### src/rtl/cw_enc_pkg.sv
// Shared types and default widths for the constant-weight encoder controller.
package cw_enc_pkg;

  localparam int N_W = 19;
  localparam int T_W = 4;
  localparam int D_W = 18;
  localparam int U_W = 5;

  typedef enum logic [2:0] {
    IDLE,
    CHECK,
    LOOKUP,
    FLAG,
    INDEX,
    EMIT,
    FILL,
    DONE
  } state_t;

endpackage

### src/rtl/cw_encode_ctrl_best_d.sv
// Registered best_d lookup: d = 2^u with u the largest value such that
// 2*t*2^u <= n-t (u = 0 when none fits), so n-d >= t always holds for n > t.
module cw_encode_ctrl_best_d #(
  parameter int N_W = 19,
  parameter int T_W = 4,
  parameter int D_W = 18,
  parameter int U_W = 5
) (
  input  logic           clk,
  input  logic           rst_n,
  input  logic [N_W-1:0] n,
  input  logic [T_W-1:0] t,
  output logic [D_W-1:0] d,
  output logic [U_W-1:0] u_minus_1
);

  logic [31:0]    diff;
  logic [U_W-1:0] u_sel;

  always_comb begin
    // NOTE: every combinational output gets a default first so no latch is inferred.
    diff  = 32'(n) - 32'(t);
    u_sel = '0;
    for (int u = 1; u < D_W; u++) begin
      if ((32'(t) << (u + 1)) <= diff) u_sel = U_W'(u);
    end
  end

  always_ff @(posedge clk or negedge rst_n) begin
    if (!rst_n) begin
      d         <= '0;
      u_minus_1 <= '0;
    end else begin
      d         <= D_W'(1) << u_sel;
      u_minus_1 <= u_sel - U_W'(1);
    end
  end

endmodule

### src/rtl/cw_encode_ctrl.sv
// Constant-weight encoder sequencer: walks (n, t), consumes message bits and
// emits run-length deltas. Optional bit counter port under CW_CTRL_BITCNT_EN.
module cw_encode_ctrl #(
  parameter int N_W = cw_enc_pkg::N_W,
  parameter int T_W = cw_enc_pkg::T_W,
  parameter int D_W = cw_enc_pkg::D_W,
  parameter int U_W = cw_enc_pkg::U_W
) (
  input  logic           clk,
  input  logic           rst_n,
  input  logic           start,
  input  logic [N_W-1:0] n_init,
  input  logic [T_W-1:0] t_init,
  input  logic           bit_valid,
  input  logic           bit_data,
  output logic           bit_ready,
  output logic           delta_valid,
  output logic [N_W-1:0] delta,
  input  logic           delta_ready,
  output logic           busy,
  output logic           done
`ifdef CW_CTRL_BITCNT_EN
  ,
  output logic [15:0]    bits_used
`endif
);

  import cw_enc_pkg::*;

  state_t         state;
  logic [N_W-1:0] n_r;
  logic [T_W-1:0] t_r;
  logic [N_W-1:0] skip_r;
  logic [D_W-1:0] d_r;
  logic [U_W:0]   u_r;
  logic [D_W-1:0] idx_r;
  logic [U_W:0]   cnt_r;

  logic [D_W-1:0] bd_d;
  logic [U_W-1:0] bd_um1;
  logic           bit_accept;

  cw_encode_ctrl_best_d #(
    .N_W(N_W),
    .T_W(T_W),
    .D_W(D_W),
    .U_W(U_W)
  ) u_best_d (
    .clk      (clk),
    .rst_n    (rst_n),
    .n        (n_r),
    .t        (t_r),
    .d        (bd_d),
    .u_minus_1(bd_um1)
  );

  // Handshake outputs decode the state register only, never the peer's valid/ready.
  assign bit_ready   = (state == FLAG) || (state == INDEX);
  assign delta_valid = (state == EMIT) || (state == FILL);
  assign busy        = (state != IDLE) && (state != DONE);
  assign done        = (state == DONE);
  assign bit_accept  = bit_ready && bit_valid;

  always_comb begin
    delta = '0;
    case (state)
      EMIT:    delta = skip_r + N_W'(idx_r);
      FILL:    delta = skip_r;
      default: delta = '0;
    endcase
  end

  always_ff @(posedge clk or negedge rst_n) begin
    if (!rst_n) begin
      state  <= IDLE;
      n_r    <= '0;
      t_r    <= '0;
      skip_r <= '0;
      d_r    <= '0;
      u_r    <= '0;
      idx_r  <= '0;
      cnt_r  <= '0;
    end else begin
      // NOTE: sequential state uses non-blocking assignments so every register
      // samples pre-edge values regardless of statement order.
      case (state)
        IDLE: begin
          if (start) begin
            n_r    <= n_init;
            t_r    <= t_init;
            skip_r <= '0;
            state  <= CHECK;
          end
        end
        CHECK: begin
          if (t_r == '0)               state <= DONE;
          else if (N_W'(t_r) == n_r)   state <= FILL;
          else                         state <= LOOKUP;
        end
        LOOKUP: begin
          // n_r/t_r settled in CHECK, so the lookup register is already valid here.
          d_r   <= bd_d;
          u_r   <= {1'b0, bd_um1} + (U_W+1)'(1);
          state <= FLAG;
        end
        FLAG: begin
          if (bit_accept) begin
            if (bit_data) begin
              skip_r <= skip_r + N_W'(d_r);
              n_r    <= n_r - N_W'(d_r);
              state  <= CHECK;
            end else begin
              idx_r <= '0;
              if (d_r == D_W'(1)) begin
                state <= EMIT;
              end else begin
                cnt_r <= u_r;
                state <= INDEX;
              end
            end
          end
        end
        INDEX: begin
          if (bit_accept) begin
            idx_r <= {idx_r[D_W-2:0], bit_data};
            cnt_r <= cnt_r - (U_W+1)'(1);
            if (cnt_r == (U_W+1)'(1)) state <= EMIT;
          end
        end
        EMIT: begin
          if (delta_ready) begin
            n_r    <= n_r - N_W'(idx_r) - N_W'(1);
            t_r    <= t_r - T_W'(1);
            skip_r <= '0;
            state  <= CHECK;
          end
        end
        FILL: begin
          if (delta_ready) begin
            t_r    <= t_r - T_W'(1);
            skip_r <= '0;
            if (t_r == T_W'(1)) state <= CHECK;
          end
        end
        DONE:    state <= IDLE;
        default: state <= IDLE;
      endcase
    end
  end

`ifdef CW_CTRL_BITCNT_EN
  always_ff @(posedge clk or negedge rst_n) begin
    if (!rst_n) begin
      bits_used <= '0;
    end else if ((state == IDLE) && start) begin
      bits_used <= '0;
    end else if (bit_accept && (bits_used != 16'hFFFF)) begin
      bits_used <= bits_used + 16'd1;
    end
  end
`endif

endmodule

### config.mk
export PLATFORM = sky130hd
export DESIGN_NAME = cw_encode_ctrl
export DESIGN_NICKNAME = d
export VERILOG_FILES = /design/src/rtl/cw_enc_pkg.sv /design/src/rtl/cw_encode_ctrl_best_d.sv /design/src/rtl/cw_encode_ctrl.sv
export SDC_FILE = /design/constraint.sdc
export NUM_CORES = 1
export LEC_CHECK = 0
export ABC_AREA = 1
export CORE_MARGIN = 3
export CORE_UTILIZATION = 53
export DETAILED_ROUTE_END_ITERATION = 7
export GPL_ROUTABILITY_DRIVEN = 0
export GPL_TIMING_DRIVEN = 1
export PLACE_DENSITY_LB_ADDON = 0.15
export SLEW_MARGIN = 10
export SYNTH_ARGS = -nofsm -noshare
export SYNTH_HDL_FRONTEND = slang
export SYNTH_HIERARCHICAL = 1
export SYNTH_SLANG_ARGS = --single-unit
### constraint.sdc
create_clock -name clk -period 13.57 [get_ports clk]
set_input_delay 4.071 -clock clk [delete_from_list [all_inputs] [get_ports clk]]
set_output_delay 4.071 -clock clk [all_outputs]
set_load 0.05 [all_outputs]
Word level (Yosys, flattened, before mapping). Index checks and enable logic that the tools add are counted.

Add/subtract/negate cells: 10. Magnitude comparators: 17. Equal/unequal tests: 23. Shifts and indexed selects: 1. Mux-type cells: 52. Reduce and logical (&&, ||, !) cells: 18.

Operators with widths (number): 19-bit 2-to-1 mux (8); 19-bit case mux with 3 select lines (2); 5-bit 2-to-1 mux (16); 18-bit 2-to-1 mux (3); 19-bit by 18-bit adder with 19-bit output (2); 19-bit case mux with 2 select lines (1); 19-bit by 18-bit subtractor with 19-bit output (2); 18-bit case mux with 2 select lines (1); 10-bit by 32-bit less-or-equal comparator with 1-bit output (1); 11-bit by 32-bit less-or-equal comparator with 1-bit output (1); 12-bit by 32-bit less-or-equal comparator with 1-bit output (1); 13-bit by 32-bit less-or-equal comparator with 1-bit output (1); 14-bit by 32-bit less-or-equal comparator with 1-bit output (1); 15-bit by 32-bit less-or-equal comparator with 1-bit output (1); 16-bit by 32-bit less-or-equal comparator with 1-bit output (1); 17-bit by 32-bit less-or-equal comparator with 1-bit output (1); 18-bit by 32-bit less-or-equal comparator with 1-bit output (1); 19-bit by 32-bit less-or-equal comparator with 1-bit output (1); 20-bit by 32-bit less-or-equal comparator with 1-bit output (1); 21-bit by 32-bit less-or-equal comparator with 1-bit output (1); 22-bit by 32-bit less-or-equal comparator with 1-bit output (1); 6-bit by 32-bit less-or-equal comparator with 1-bit output (1); 7-bit by 32-bit less-or-equal comparator with 1-bit output (1); 8-bit by 32-bit less-or-equal comparator with 1-bit output (1); other kinds (36) (70).

Register bits after elaboration: 116. Output and inout bits: 23. Word-level logic and storage cells: 131.

Depth between registers and ports, before layout.
Depth after elaboration: 20. Gate-level depth with buffers: 37. Depth with buffers taken out: 37.

Cells and area by module. The synthesis kept the hierarchy.

By module, submodules not included: cw_encode_ctrl (times used 1, cells an instance 1311, area an instance 8560.7 um2); cw_encode_ctrl_best_d (times used 1, cells an instance 514, area an instance 3528.4 um2).

Worst setup path after synthesis. OpenSTA, ideal clock, no wires.

Path kind: register -> output. Start: register skip_r[0]. End: output delta[14]. Data arrival time: 2.775 ns. Required time: 9.499 ns. Setup slack: 6.724 ns. Stages on the path, launching flop included: 10. Path buffers: 0. Cell sequence: dfrtp_1 ha_1 fa_1 nand2_1 o21ai_0 a21boi_0 inv_1 nand3b_1 a21oi_1 o21ai_0.

Cells in the longest elaborated chain, start to end: 2.

Ends and longest elaborated chain: from (decl) (RTL line cw_encode_ctrl.sv:33) `logic [N_W-1:0] skip_r;`; from (signal assigned) (RTL line cw_encode_ctrl.sv:109) `skip_r <= skip_r + N_W'(d_r);`; 19-bit by 18-bit adder with 19-bit output (RTL line cw_encode_ctrl.sv:67) `EMIT: delta = skip_r + N_W'(idx_r);`; 19-bit case mux with 2 select lines (RTL line cw_encode_ctrl.sv:66) `case (state)`; to (decl) (RTL line cw_encode_ctrl.sv:18) `output logic [N_W-1:0] delta,`.

No other way between the ends.

Worst setup path after layout.
Start: register state[1]. End: output delta[13].

Cells in the longest elaborated chain, start to end: 2. Elaborated cells on any way between the ends: 3. Classes of those cells: 2 x eq/ne; 1 x mux.

Ends and longest elaborated chain: from (decl) (RTL line cw_encode_ctrl.sv:30) `state_t state;`; from (signal assigned) (RTL line cw_encode_ctrl.sv:75) `state <= IDLE;`; from (signal assigned) (RTL line cw_encode_ctrl.sv:92) `state <= CHECK;`; from (signal assigned) (RTL line cw_encode_ctrl.sv:96) `if (t_r == '0) state <= DONE;`; 3-bit == test (RTL line cw_encode_ctrl.sv:66); 19-bit case mux with 2 select lines (*) (RTL line cw_encode_ctrl.sv:66).

Every way passes the cells marked *; elsewhere a longest branch is shown, timed or not.

==> metrics.cfg <==
[clock_tree]
cts_buffer_depth = 2
cts_tree = yes
clkSinkCount = 116
cts_buffers = 17
cts.htree.levels = 4
post-cts-setup-buffers = 0
clk_pin_slew_ns = 0.06
ctsResizeCount = 0
cts-root-buf = clkbuf_16
hold_buffers = 0
clk_latency_ns = 0.44

[worst_setup_path]
critPathMaxStageDelay_ns = 0.91
cp_common_cell = inv_1
cp_top_family = buffers and inverters
cp-end-kind = primary output
crit_type = reg2out
arrival_ns = 3.61
critical_path.cell_chain = inv_1, nand3_2, inv_1, nand2_1, o21ai_0, clkdlybuf4s50_1
worst-path-buf-inv = 3
crit_required_ns = 9.50
start_kind = register
slowest_stage = inv_1
cp_max_fo = 24

[routing]
wire_per_inst_um = 16.9
viasPerCell = 5.74
initialDrtViolationCount = 1091
drt-total-wl_mm = 36.8
vias = 12500
final_antenna_net_count = 0
dr.pass1.iters = 6
drc = 0

[floorplan]
coreArea_um2 = 22100
fp.dieW_um = 157
die_y_um = 157
rows = 54
dieArea_um2 = 24700
ios = 52
initial_core_util_pct = 54.7

[power]
switchingPower_mw = 1.89
pwr-share-seq_pct = 19.4
power.density_nw_per_um2 = 249
total_leakage_power_nw = 6.65
p_sw_share_pct = 56.1
comb_power_share_pct = 67.0
clock_power_share_pct = 13.5
peakVddDrop_mv = 0.141
p_int_mw = 1.48
fin_total_pwr_mw = 3.36

[synth]
yosys.area_share.xor_xnor_pct = 1.58
synth_top_family_by_area = simple AND/OR/NAND/NOR gates
seq_area_frac_synth_pct = 24.0
synth_cell_types = 57
synth_edf_count = 0
syn_inst = 1825
synth_commonest_cells = 477 x nand2_1, 243 x inv_1, 185 x nor2_1
synth-simple-area-share_pct = 34.3
synth_area_leaders = dfrtp_1 24%, ha_1 15%, nand2_1 15%
synth_top_area_share_pct = 24.0
async_reset_ff_share_pct = 100
synth-compound-area-share_pct = 14.8
synthAdderAreaFrac_pct = 16.2
synth_ff_type = dfrtp_1
synth-seq-cells = 116
synth_most_common_cell = nand2_1
synth.net_count = 2008
yosysTopAreaCell = dfrtp_1
yosys-mux-area-fraction_pct = 0
netlist_area_um2 = 12100
yosysWarningCount = 6
postSynthAreaPerCell_um2 = 6.62

[hold_path]
hold_path_class = reg2reg

[cells_and_area]
drive_gt1_share_pct = 5.81
nFillCells = 2067
area_growth_syn_to_layout_pct = 11.7
n_antenna_cell = 0
nNetsFinal = 2063

[timing]
worst_pin_slew_ns = 0.959
period_minus_slack_ns = 7.68
slew_viol_final = 0
post-route-period-util_pct = 56.6
fmaxAchievable_mhz = 130
setup_tns_ns = 0
rsz0062_at_grt = false
finalSetupViolations = 0
fin_worst_skew_ns = 0.0133
max_slew_margin_pct = 36.0
hold_viol = 0

[job]
cap_violations = 0

[global_route]
grt.overflow.total = 0
grt_use_total_pct = 29.8
antenna_found_initial = 0
grt_start_max_net_pins = 67
grt_pass1_wl_mm = 58.6
grt_pass1_vias = 11600

[placement]
portBuffers = 51
dp_hpwl_mm = 29.1

[outcome]
status = finished clean

==> worst min-delay path, delay by kind of cell (launching register included) <==
family	cells	cell delay, ns
and+or+nand+nor	1	0.04
DFF	1	0.32
AOI/OAI and AO/OA	1	0.06
==> sequential cells by signal, summed over array words and instances (netlist names) <==
signal,count
d_r,18
u_best_d/u_minus_1,5
idx_r,18
t_r,4
state,3
u_best_d/d,18
u_r,6
cnt_r,6
skip_r,19
n_r,19
==> logic make-up after synthesis <==
kind of cell	after synthesis
compound gates	316
xor+xnor	21
fa+ha+maj	154
buf+inv	283
flops	116
simple gates	935
==> metal layers <==
layer  global-route usage [%]  vias to the layer above  share of wire (%)
li1                         -                     6202                  -
met1                     38.1                     5648                 42
met2                     50.0                      509                 46
met3                     4.59                      107                7.2
met4                     13.3                        0                4.9
met5                        0                        -                  0
==> layout by cell type, fill, tap and decap left out, types with 6 or more instances in the layout <==
master / netlist / layout
o22ai_1: 35 / 35
dfrtp_1: 116 / 116
o211ai_1: 6 / 6
o21a_1: 6 / 6
a21oi_1: 115 / 115
o21ai_0: 99 / 99
clkdlybuf4s50_1: 0 / 50
nand2_2: 9 / 9
xor2_1: 15 / 15
or2_2: 14 / 14
buf_4: 1 / 7
inv_1: 243 / 243
nor2_4: 7 / 7
o21ai_1: 10 / 10
clkbuf_16: 0 / 17
ha_1: 149 / 149
nand3_1: 141 / 141
nor3_2: 5 / 6
nor2_1: 185 / 185
inv_2: 14 / 14
inv_8: 0 / 7
a21o_1: 6 / 6
o21bai_1: 7 / 7
nand3b_1: 18 / 18
nor3_1: 29 / 28
nand2_1: 477 / 477
nand4_1: 28 / 28
==> worst paths after layout <==
kind	startpoint	endpoint	slack (ns)	cells past startpoint
setup reg to reg	t_r[0]$_DFFE_PN0P_	u_best_d/d[4]$_DFF_PN0_	8.61	34
hold reg to reg	u_best_d/d[17]$_DFF_PN0_	d_r[17]$_DFFE_PN0P_	0.45	2
setup / recovery	state[1]$_DFFE_PN0P_	delta[13]	5.89	6
max in group asynchronous	rst_n	d_r[2]$_DFFE_PN0P_	8.59	2
min in group asynchronous	rst_n	n_r[0]$_DFFE_PN0P_	3.68	1
hold / removal	u_best_d/d[17]$_DFF_PN0_	d_r[17]$_DFFE_PN0P_	0.45	2
==> stage by stage <==
stage	util [%]	instances	hold slack, ns	instance area (µm²)	worst slack (ns)
after floorplan	-	1825	0.425	12100	6.72
after global placement	58.4	2141	0.430	12900	6.43
after detailed placement	58.4	2141	0.442	12900	6.36
after CTS	61.1	2173	0.456	13500	5.91
after global routing	61.1	2173	0.472	13500	5.72
final	61.1	2173	0.455	13500	5.89
==> power groups by stage <==
stage          Sequential, mW  Combinational, mW  Clock, mW
2_1_floorplan           0.587               1.71          0
3_3_place_gp            0.647               2.16          0
3_5_place_dp            0.651               2.22          0
4_1_cts                 0.645               2.23      0.456
5_1_grt                 0.661               2.56      0.470
6_report                0.653               2.25      0.455
==> layout make-up <==
type                    instances  area (µm²)  area share, %
multi-input cells            1426        8100           60.0
clock buffers                  17         425           3.15
well taps                     280         350           2.60
flip-flops and latches        116        2900           21.5
repair buffers                 57         553           4.10
clock inverters                15         179           1.33
inverters                     262         988           7.32
No activity file was read; power rests on OpenSTA's default activity.
